`config.mk`:
```
export PLATFORM = sky130hd
export DESIGN_NAME = md5_search_ctrl_flat
export DESIGN_NICKNAME = d
export VERILOG_FILES = /design/src/rtl/md5_search_ctrl_pkg.sv /design/src/rtl/md5_search_ctrl_if.sv /design/src/rtl/md5_search_ctrl_delay_line.sv /design/src/rtl/md5_search_ctrl.sv /design/src/flat_wrapper.sv
export SDC_FILE = /design/constraint.sdc
export NUM_CORES = 2
export LEC_CHECK = 0
export CAP_MARGIN = 20
export CORE_UTILIZATION = 50
export DETAILED_ROUTE_END_ITERATION = 8
export HOLD_SLACK_MARGIN = 0.03
export PLACE_DENSITY = 0.67
export SLEW_MARGIN = 20
export SYNTH_ARGS = -nofsm -noshare
export SYNTH_HDL_FRONTEND = slang
export SYNTH_HIERARCHICAL = 1
export SYNTH_MEMORY_MAX_BITS = 65536
export SYNTH_SLANG_ARGS = --single-unit
```
`constraint.sdc`:
```
create_clock -name clk -period 5.1 [get_ports clk]
set_input_delay 1.275 -clock clk [delete_from_list [all_inputs] [get_ports clk]]
set_output_delay 1.275 -clock clk [all_outputs]
set_load 0.05 [all_outputs]
```
`src/rtl/md5_search_ctrl_pkg.sv`:
```
// Shared definitions for the hash-breaker search controller: FSM encoding,
// charset constants and bus widths.
package hb_pkg;

  typedef enum logic [1:0] {
    ST_IDLE  = 2'd0,
    ST_RUN   = 2'd1,
    ST_DRAIN = 2'd2,
    ST_DONE  = 2'd3
  } state_t;

  localparam logic [7:0] CHARSET_BASE = 8'h61;
  localparam int         CHARSET_SIZE = 26;
  localparam int         MSG_W        = 64;
  localparam int         HASH_W       = 128;
  // Bit length of an up-to-8-character candidate fits in 7 bits.
  localparam int         LEN_W        = 7;

  function automatic logic [7:0] digit_char(input logic [4:0] d);
    return CHARSET_BASE + {3'b000, d};
  endfunction

endpackage

```
`src/rtl/md5_search_ctrl_if.sv`:
```
// Host/core-facing signal bundle of md5_search_ctrl.
// start is a one-cycle request with no ready: the controller takes it only in
// IDLE or DONE and drops it otherwise; busy/done/found describe the outcome.
interface md5_search_ctrl_if import hb_pkg::*; ();

  logic              start;
  logic [HASH_W-1:0] target;
  logic [MSG_W-1:0]  core_message;
  logic [63:0]       core_length;
  logic [HASH_W-1:0] core_hash;
  logic              busy;
  logic              done;
  logic              found;
  logic [MSG_W-1:0]  result;
  logic [63:0]       result_len;
  logic [63:0]       tried;
  state_t            state;

  modport master (
    output start, target, core_hash,
    input  core_message, core_length, busy, done, found,
           result, result_len, tried, state
  );

  modport slave (
    input  start, target, core_hash,
    output core_message, core_length, busy, done, found,
           result, result_len, tried, state
  );

endinterface

```
`src/rtl/md5_search_ctrl_delay_line.sv`:
```
// Fixed-depth shift register with synchronous clear; tracks the candidates
// that are in flight inside the hash core.
module hb_delay_line #(
  parameter int W     = 8,
  parameter int DEPTH = 4
) (
  input  logic         clk,
  input  logic         rst,
  input  logic         clr,
  input  logic [W-1:0] din,
  output logic [W-1:0] dout
);

  logic [W-1:0] stage_q [DEPTH];
  logic [W-1:0] stage_d [DEPTH];

  always_comb begin
    stage_d[0] = din;
    for (int i = 1; i < DEPTH; i++) stage_d[i] = stage_q[i-1];
    if (clr) begin
      for (int i = 0; i < DEPTH; i++) stage_d[i] = '0;
    end
  end

  always_ff @(posedge clk) begin
    if (rst) begin
      for (int i = 0; i < DEPTH; i++) stage_q[i] <= '0;
    end else begin
      for (int i = 0; i < DEPTH; i++) stage_q[i] <= stage_d[i];
    end
  end

  assign dout = stage_q[DEPTH-1];

endmodule

```
`src/rtl/md5_search_ctrl.sv`:
```
// Brute-force search controller: enumerates lowercase candidates into a
// pipelined md5 core and reports the first message whose hash hits the target.
module md5_search_ctrl import hb_pkg::*; #(
  parameter int PIPE_DEPTH = 64,
  parameter int MAX_CHARS  = 8
) (
  input  logic              clk,
  input  logic              rst,
  md5_search_ctrl_if.slave  bus
);

  localparam int         CNT_W     = $clog2(PIPE_DEPTH + 1);
  localparam int         PW        = 1 + MSG_W + LEN_W;
  localparam logic [4:0] DIGIT_MAX = 5'(CHARSET_SIZE - 1);

  state_t            state_q, state_d;
  logic [4:0]        digit_q [MAX_CHARS];
  logic [4:0]        digit_d [MAX_CHARS];
  logic [4:0]        digit_nxt [MAX_CHARS];
  logic [3:0]        len_q, len_d, len_nxt;
  logic [HASH_W-1:0] target_q, target_d;
  logic [MSG_W-1:0]  msg_q, msg_d;
  logic [63:0]       clen_q, clen_d;
  logic [63:0]       tried_q, tried_d;
  logic [MSG_W-1:0]  result_q, result_d;
  logic [63:0]       rlen_q, rlen_d;
  logic              found_q, found_d;
  logic              hit_q, hit_d;
  logic [CNT_W-1:0]  inflight_q, inflight_d;

  logic [MSG_W-1:0]  cand_msg;
  logic [LEN_W-1:0]  cand_len;
  logic              all_max, carry, last_cand;
  logic              issue, pipe_clr, match;
  logic [PW-1:0]     pipe_in, pipe_out;
  logic              pipe_v;
  logic [MSG_W-1:0]  pipe_msg;
  logic [LEN_W-1:0]  pipe_len;

  // Odometer: digit 0 is the last character; carry ripples within len_q.
  always_comb begin
    cand_msg = '0;
    all_max  = 1'b1;
    carry    = 1'b1;
    for (int i = 0; i < MAX_CHARS; i++) begin
      digit_nxt[i] = digit_q[i];
      if (i < int'(len_q)) begin
        cand_msg[8*i +: 8] = digit_char(digit_q[i]);
        if (digit_q[i] != DIGIT_MAX) all_max = 1'b0;
        if (carry) begin
          if (digit_q[i] == DIGIT_MAX) begin
            digit_nxt[i] = '0;
          end else begin
            digit_nxt[i] = digit_q[i] + 5'd1;
            carry        = 1'b0;
          end
        end
      end
    end
    len_nxt   = all_max ? len_q + 4'd1 : len_q;
    last_cand = all_max && (len_q == 4'(MAX_CHARS));
  end

  assign cand_len = {len_q, 3'b000};

  assign pipe_in  = {issue, cand_msg, cand_len};
  assign pipe_v   = pipe_out[PW-1];
  assign pipe_msg = pipe_out[PW-2 -: MSG_W];
  assign pipe_len = pipe_out[LEN_W-1:0];
  assign match    = pipe_v && (bus.core_hash == target_q) && !hit_q;

  hb_delay_line #(.W(PW), .DEPTH(PIPE_DEPTH)) u_pipe (
    .clk  (clk),
    .rst  (rst),
    .clr  (pipe_clr),
    .din  (pipe_in),
    .dout (pipe_out)
  );

  // A hit is registered first (hit_q) and reported in DONE one cycle later.
  always_comb begin
    state_d  = state_q;
    len_d    = len_q;
    target_d = target_q;
    msg_d    = msg_q;
    clen_d   = clen_q;
    tried_d  = tried_q;
    result_d = result_q;
    rlen_d   = rlen_q;
    found_d  = found_q;
    hit_d    = hit_q;
    issue    = 1'b0;
    pipe_clr = 1'b0;
    for (int i = 0; i < MAX_CHARS; i++) digit_d[i] = digit_q[i];

    case (state_q)
      ST_IDLE, ST_DONE: begin
        if (bus.start) begin
          state_d  = ST_RUN;
          target_d = bus.target;
          len_d    = 4'd1;
          tried_d  = '0;
          result_d = '0;
          rlen_d   = '0;
          found_d  = 1'b0;
          hit_d    = 1'b0;
          pipe_clr = 1'b1;
          for (int i = 0; i < MAX_CHARS; i++) digit_d[i] = '0;
        end
      end
      ST_RUN, ST_DRAIN: begin
        if (hit_q) begin
          state_d = ST_DONE;
          found_d = 1'b1;
          hit_d   = 1'b0;
        end else if (match) begin
          hit_d    = 1'b1;
          result_d = pipe_msg;
          rlen_d   = 64'(pipe_len);
        end else if (state_q == ST_RUN) begin
          issue   = 1'b1;
          msg_d   = cand_msg;
          clen_d  = 64'(cand_len);
          tried_d = tried_q + 64'd1;
          len_d   = len_nxt;
          for (int i = 0; i < MAX_CHARS; i++) digit_d[i] = digit_nxt[i];
          if (last_cand) state_d = ST_DRAIN;
        end else if (inflight_q == '0) begin
          state_d = ST_DONE;
          found_d = 1'b0;
        end
      end
      default: state_d = ST_IDLE;
    endcase

    if (pipe_clr) inflight_d = '0;
    else          inflight_d = inflight_q + CNT_W'(issue) - CNT_W'(pipe_v);
  end

  always_ff @(posedge clk) begin
    if (rst) begin
      state_q    <= ST_IDLE;
      len_q      <= 4'd1;
      target_q   <= '0;
      msg_q      <= '0;
      clen_q     <= '0;
      tried_q    <= '0;
      result_q   <= '0;
      rlen_q     <= '0;
      found_q    <= 1'b0;
      hit_q      <= 1'b0;
      inflight_q <= '0;
      for (int i = 0; i < MAX_CHARS; i++) digit_q[i] <= '0;
    end else begin
      state_q    <= state_d;
      len_q      <= len_d;
      target_q   <= target_d;
      msg_q      <= msg_d;
      clen_q     <= clen_d;
      tried_q    <= tried_d;
      result_q   <= result_d;
      rlen_q     <= rlen_d;
      found_q    <= found_d;
      hit_q      <= hit_d;
      inflight_q <= inflight_d;
      for (int i = 0; i < MAX_CHARS; i++) digit_q[i] <= digit_d[i];
    end
  end

  assign bus.core_message = msg_q;
  assign bus.core_length  = clen_q;
  assign bus.busy         = (state_q == ST_RUN) || (state_q == ST_DRAIN);
  assign bus.done         = (state_q == ST_DONE);
  assign bus.found        = found_q;
  assign bus.result       = result_q;
  assign bus.result_len   = rlen_q;
  assign bus.tried        = tried_q;
  assign bus.state        = state_q;

endmodule
```
`src/flat_wrapper.sv`:
```
// flat-port wrapper written by rule: the top's interface ports become plain ports
module md5_search_ctrl_flat import hb_pkg::*;
#(
  parameter int PIPE_DEPTH = 64,
  parameter int MAX_CHARS  = 8
)
  (clk, rst, bus_start, bus_target, bus_core_hash, bus_core_message, bus_core_length, bus_busy, bus_done, bus_found, bus_result, bus_result_len, bus_tried, bus_state);
  md5_search_ctrl_if bus_i ();
  input  logic clk;
  input  logic rst;
  input wire logic [$bits(bus_i.start)-1:0] bus_start;
  input wire logic [$bits(bus_i.target)-1:0] bus_target;
  input wire logic [$bits(bus_i.core_hash)-1:0] bus_core_hash;
  output wire logic [$bits(bus_i.core_message)-1:0] bus_core_message;
  output wire logic [$bits(bus_i.core_length)-1:0] bus_core_length;
  output wire logic [$bits(bus_i.busy)-1:0] bus_busy;
  output wire logic [$bits(bus_i.done)-1:0] bus_done;
  output wire logic [$bits(bus_i.found)-1:0] bus_found;
  output wire logic [$bits(bus_i.result)-1:0] bus_result;
  output wire logic [$bits(bus_i.result_len)-1:0] bus_result_len;
  output wire logic [$bits(bus_i.tried)-1:0] bus_tried;
  output wire logic [$bits(bus_i.state)-1:0] bus_state;
  assign bus_i.start = bus_start;
  assign bus_i.target = bus_target;
  assign bus_i.core_hash = bus_core_hash;
  assign bus_core_message = bus_i.core_message;
  assign bus_core_length = bus_i.core_length;
  assign bus_busy = bus_i.busy;
  assign bus_done = bus_i.done;
  assign bus_found = bus_i.found;
  assign bus_result = bus_i.result;
  assign bus_result_len = bus_i.result_len;
  assign bus_tried = bus_i.tried;
  assign bus_state = bus_i.state;
  md5_search_ctrl #(.PIPE_DEPTH(PIPE_DEPTH), .MAX_CHARS(MAX_CHARS)) u_core (.clk(clk), .rst(rst), .bus(bus_i));
endmodule
```
### Yosys cells after proc, flatten, opt, wreduce, memory -nomap -nowiden

Memory sizes are Yosys's and may differ from the RTL's.
Index checks and enable logic that the tools add are counted.

| cells by class | value |
|---|---|
| magnitude comparators | 8 |
| multiplexer cells | 187 |
| reduce and logical (&&, ||, !) cells | 17 |
| bitwise logic cells | 74 |
| equal/unequal tests | 32 |
| add/sub/neg operators | 20 |

Operators by type and width:

| kind | number |
|---|---|
| 4608-bit two-way mux | 1 |
| 72-bit two-way mux | 64 |
| 64-bit two-way mux | 8 |
| 64-bit case mux with 2 select lines | 3 |
| 40-bit two-way mux | 4 |
| 5-bit two-way mux | 31 |
| 128-bit equality test | 1 |
| 40-bit case mux with 2 select lines | 1 |
| 1-bit OR | 72 |
| 64-bit by 1-bit adder with 64-bit output, second input constant | 1 |
| 7-bit by 5-bit adder with 8-bit output, first input constant | 8 |
| 8-bit two-way mux | 8 |
| 1-bit two-way mux | 52 |
| 5-bit by 1-bit adder with 5-bit output, second input constant | 8 |
| 5-bit equality test, second input constant | 8 |
| 5-bit inequality test, second input constant | 8 |
| 4-bit two-way mux | 5 |
| 3-bit by 4-bit < comparator with 1-bit output, first input constant | 4 |
| 4-bit AND reduction | 4 |
| 2-bit two-way mux | 6 |
| 1-bit by 4-bit < comparator with 1-bit output, first input constant | 2 |
| 2-bit by 4-bit < comparator with 1-bit output, first input constant | 2 |
| 4-bit case mux with 2 select lines | 1 |
| 7-bit by 1-bit adder with 7-bit output | 1 |
| 23 further kinds | 35 |

| storage, ports and cells | value |
|---|---|
| output and inout port bits | 325 |
| memories | 2 |
| bits of input ports | 259 |
| flip-flop bits (word level) | 403 |
| word-level logic and storage cells | 351 |
| RAM bits | 4648 |

Memories:

| memory | depth | bits a word | read ports | clocked after Yosys merged registers in | write ports | RTL line | text |
|---|---|---|---|---|---|---|---|
| u_core.u_pipe.stage_q | 64 | 72 | 64 | 0 | 64 | md5_search_ctrl_delay_line.sv:14 | `logic [W-1:0] stage_q [DEPTH];` |
| u_core.digit_q | 8 | 5 | 8 | 0 | 8 | md5_search_ctrl.sv:17 | `logic [4:0] digit_q [MAX_CHARS];` |

### Depth between registers and ports, before layout

An unclocked memory read counts as a cell.

| logic depth | value |
|---|---|
| depth after elaboration | 24 |
| mapped depth | 16 |
| mapped depth without buffers | 16 |

### By module

The synthesis kept the hierarchy.

By module, submodules not included:

| module | sequential area each (µm²) | instances | area each (µm²) | cells each |
|---|---|---|---|---|
| hb_delay_line | 92248.5 | 1 | 138187.5 | 10312 |
| md5_search_ctrl | 7727.4 | 1 | 18834.3 | 2350 |

### Worst setup path before layout

No wires, ideal clock.

| path | value |
|---|---|
| path kind | input to register |
| start | input bus_core_hash[96] |
| end | register u_core.inflight_q[6] |
| data required time | 5.030 ns |
| cell stages on the path | 16 |
| setup slack | 0.871 ns |
| library setup time | 0.070 ns |
| arrival | 4.159 ns |
| path buffers | 0 |
| path through | nor2b_1 a2111o_1 nor4_1 and4_1 and4_1 or2_2 ha_1 inv_1 ha_1 fa_1 a21oi_1 o21bai_1 a21oi_1 nor2_1 or3_1 a21oi_1 |

| between the ends | value |
|---|---|
| longest elaborated chain between the ends | 8 |

Ends and longest elaborated chain:

| what | RTL line | text |
|---|---|---|
| from (decl) | flat_wrapper.sv:13 | `input wire logic [$bits(bus_i.core_hash)-1:0] bus_core_hash;` |
| 128-bit equality test | md5_search_ctrl.sv:70 | `assign match = pipe_v && (bus.core_hash == target_q) && !hit_q;` |
| 1-bit logical AND (2 in series) | md5_search_ctrl.sv:70 |  |
| 1-bit two-way mux | md5_search_ctrl.sv:116 | `end else if (match) begin` |
| 1-bit two-way mux | md5_search_ctrl.sv:112 | `if (hit_q) begin` |
| 1-bit two-way mux | md5_search_ctrl.sv:96 | `case (state_q)` |
| 7-bit by 1-bit adder with 7-bit output | md5_search_ctrl.sv:137 | `else inflight_d = inflight_q + CNT_W'(issue) - CNT_W'(pipe_v);` |
| 7-bit by 1-bit subtractor with 7-bit output | md5_search_ctrl.sv:137 |  |
| to (signal assigned) | md5_search_ctrl.sv:165 | `inflight_q <= inflight_d;` |
| to (decl) | md5_search_ctrl.sv:29 | `logic [CNT_W-1:0] inflight_q, inflight_d;` |

No other way between the ends.
A chain may end at the register's enable or synchronous reset.

### Worst setup path in the final report

| path | value |
|---|---|
| start | input bus_core_hash[29] |
| end | register u_core.inflight_q[6] |

Same word-level chain as after synthesis.

==> impl_metrics.yaml <==
timing:
  fin_tns_setup_ns: 0
  setup_viol: 0
  min_period_ns: 4.51
  worst_pin_slew_ns: 1.17
  rsz0062_at_grt: "false"
  slew_headroom: 0.223
  maxSlewViolCount: 0
  final-hold-violation-count: 0
  max_freq_ghz: 0.222
  fin_crit_sh: 0.884
  hold_ws_ns: 0.408
  setup_slack_ns: 0.591
  skew_ns: 0.0818
synth:
  yosysMostFrequentCell: "dfxtp_1"
  ys_top_cells_by_count: "dfxtp_1, nor3b_1, buf_6, nand2_1, a21oi_1"
  post-synth-top-area-fraction: 0.637
  synth_area_sq_mm: 0.157
  synthDistinctLibCells: 71
  synth_top_cell_by_area: "dfxtp_1"
  netlist_instances: 12700
  ys_seq_elements: 4994
  synth-seq-area-share: 0.637
  ys_top_cells_by_area: "dfxtp_1, nor3b_1, buf_6"
  ys_warn_count: 6
  ys.flop_type: "dfxtp_1"
  syn_area_per_cell_sq_um: 12.4
  postSynth.asyncResetShare: 0
  synth_edf_count: 0
grt:
  grt_max_degree: 265
  grt_pass1_vias: 83700
  antenna_found_initial: 52
  grt_pass1_wl_mm: 450
  gr-total-overflow: 0
  grt_usage: 0.172
power:
  total_leakage_power_uw: 0.0593
  p_per_area_mw_per_mm2: 485
  total_power_uw: 83700
  max-vdd-ir-drop_mv: 0.442
run_status:
  status: "finished, final reports clean"
route:
  wire_per_inst_um: 16.4
  drc: 0
  drt_iter0_markers: 5686
  wirelength_mm: 280
  ant_nets: 0
  via_count: 85200
  firstDrtPassIters: 6
  via_per_inst: 5.00
floorplanning:
  dieArea_sq_mm: 0.316
  die_w_um: 562
  die_h_um: 562
  start_util: 0.503
  coreArea_sq_mm: 0.312
  io_pins: 584
  num_rows: 205
clocking:
  cts_tree: "done"
  clkTransAtPathRegs_ns: 0.06
  clock_latency_ns: 0.96
  cts.sinks: 4994
  cts_resized: 0
  post_cts_buffers: 0
  cts_root_buffer: "clkbuf_16"
  holdBufCountCts: 0
  htreeDepth: 5
  clockBufferDepth: 4
  cts_buffers: 461
critical_path:
  crit_type: "in -> reg"
  crit_fanout: 2
  cp_data_arrival_time_ns: 5.32
  worstPathRequired_ns: 5.92
  crit_path_end_kind: "flip-flop"
  start_kind: "input pin"
worst_hold_path:
  hold_path_class: "reg -> reg"
place:
  hpwlAfterDp_mm: 162
  gp_congestion: 0.884
  pre_cts_ws_ns: -0.262
  numPortBuffers: 466
finish:
  nets: 12800
  drive_above_1_share: 0.0727
  finish.utilization: 0.552
  area.growth.synth_to_final_pct: 9.76
flow_run:
  cap_violations: 0
state kept, by name (all words and copies together), names as in the netlist:
signal                   cells
u_core/digit_q              40
u_core/bus.core_message     64
u_core/inflight_q            7
u_core/bus.result           64
u_core/bus.found             1
u_core/bus.core_length       4
u_core/target_q            128
u_core/hit_q                 1
u_core/u_pipe/stage_q     4608
u_core/bus.result_len        7
u_core/bus.tried            64
u_core/bus.state             2
u_core/len_q                 4
metrics by stage:
stage               area (sq um)  instances
floorplan                 157000      12800
global placement          156000      16200
detailed placement        156000      16200
CTS                       172000      17000
global route              172000      17100
finish                    172000      17100
power by group:
part           internal [uW]  switching, uW
registers              39400            555
logic                   1640           7260
clock network          20600          14200
total                  61600          22100
critical path: stages:
cell             delay, ns
clkdlybuf4s50_1       0.53
nor2b_1               0.07
a2111o_1              0.40
nor4_1                0.54
buf_4                 0.21
and4_1                0.17
and4_1                0.25
or2_2                 0.15
ha_1                  0.13
inv_1                 0.04
ha_1                  0.20
fa_1                  0.40
a21oi_1               0.15
o21bai_1              0.10
a21oi_1               0.17
nor2_1                0.07
or3_1                 0.35
a21oi_1               0.14
cell families (layout without fill, tap and decap cells):
family | after synthesis | in the layout | synth area share
and+or+nand+nor | 5587 | 5587 | 0.250
AOI/OAI and AO/OA | 433 | 433 | 0.0158
xor gates and xnor gates | 139 | 139 | 0.00775
other | 1 | 125 | 0.0000239
adders and majority gates | 33 | 33 | 0.00268
buffers and inverters | 1404 | 1532 | 0.0826
muxes | 71 | 71 | 0.00453
DFF | 4994 | 4994 | 0.637
layout by cell type (no fill, tap or decap), types with 31 or more instances in the layout:
master              n
nor2b_1            33
or3_1              32
nand4_1            31
buf_4             103
clkdlybuf4s50_1   465
xnor2_1           123
nor2_1            180
clkbuf_8          122
conb_1            120
dfxtp_1          4994
ha_1               32
clkinv_2           85
buf_12             50
clkbuf_16         465
bufinv_16          39
o21ai_0            49
a21oi_1           284
clkbuf_1           94
mux2i_1            70
nand2_1           402
inv_1              59
nor3b_1          4612
nand3_1           115
path summary, 6_finish.rpt:
kind	start	to	slack [ns]	cells past startpoint
hold reg to reg	u_core/u_pipe/stage_q[0][1163]$_SDFF_PP0_	u_core/u_pipe/stage_q[0][1235]$_SDFF_PP0_	0.41	1
hold / removal	u_core/u_pipe/stage_q[0][1163]$_SDFF_PP0_	u_core/u_pipe/stage_q[0][1235]$_SDFF_PP0_	0.41	1
setup / recovery	bus_core_hash[29]	u_core/inflight_q[6]$_SDFF_PP0_	0.59	18
setup reg to reg	u_core/target_q[49]$_SDFFE_PP0P_	u_core/inflight_q[6]$_SDFF_PP0_	0.95	17
layer usage:
metal,GRT usage,wire [um]
met1,0.230,132000
met4,0.0518,7690
met5,0,0
met3,0.0230,8570
met2,0.290,131000
cell type report:
cell class	count	area [sq um]
diodes	5	12.5
inverters	60	233
multi-input cells	6383	44600
fillers	25800	140000
clock buffers	681	13700
clock inverters	172	2270
well taps	4140	5180
flip-flops and latches	4994	100000
repair buffers	619	6460
Power figures use the tool's default switching activity.
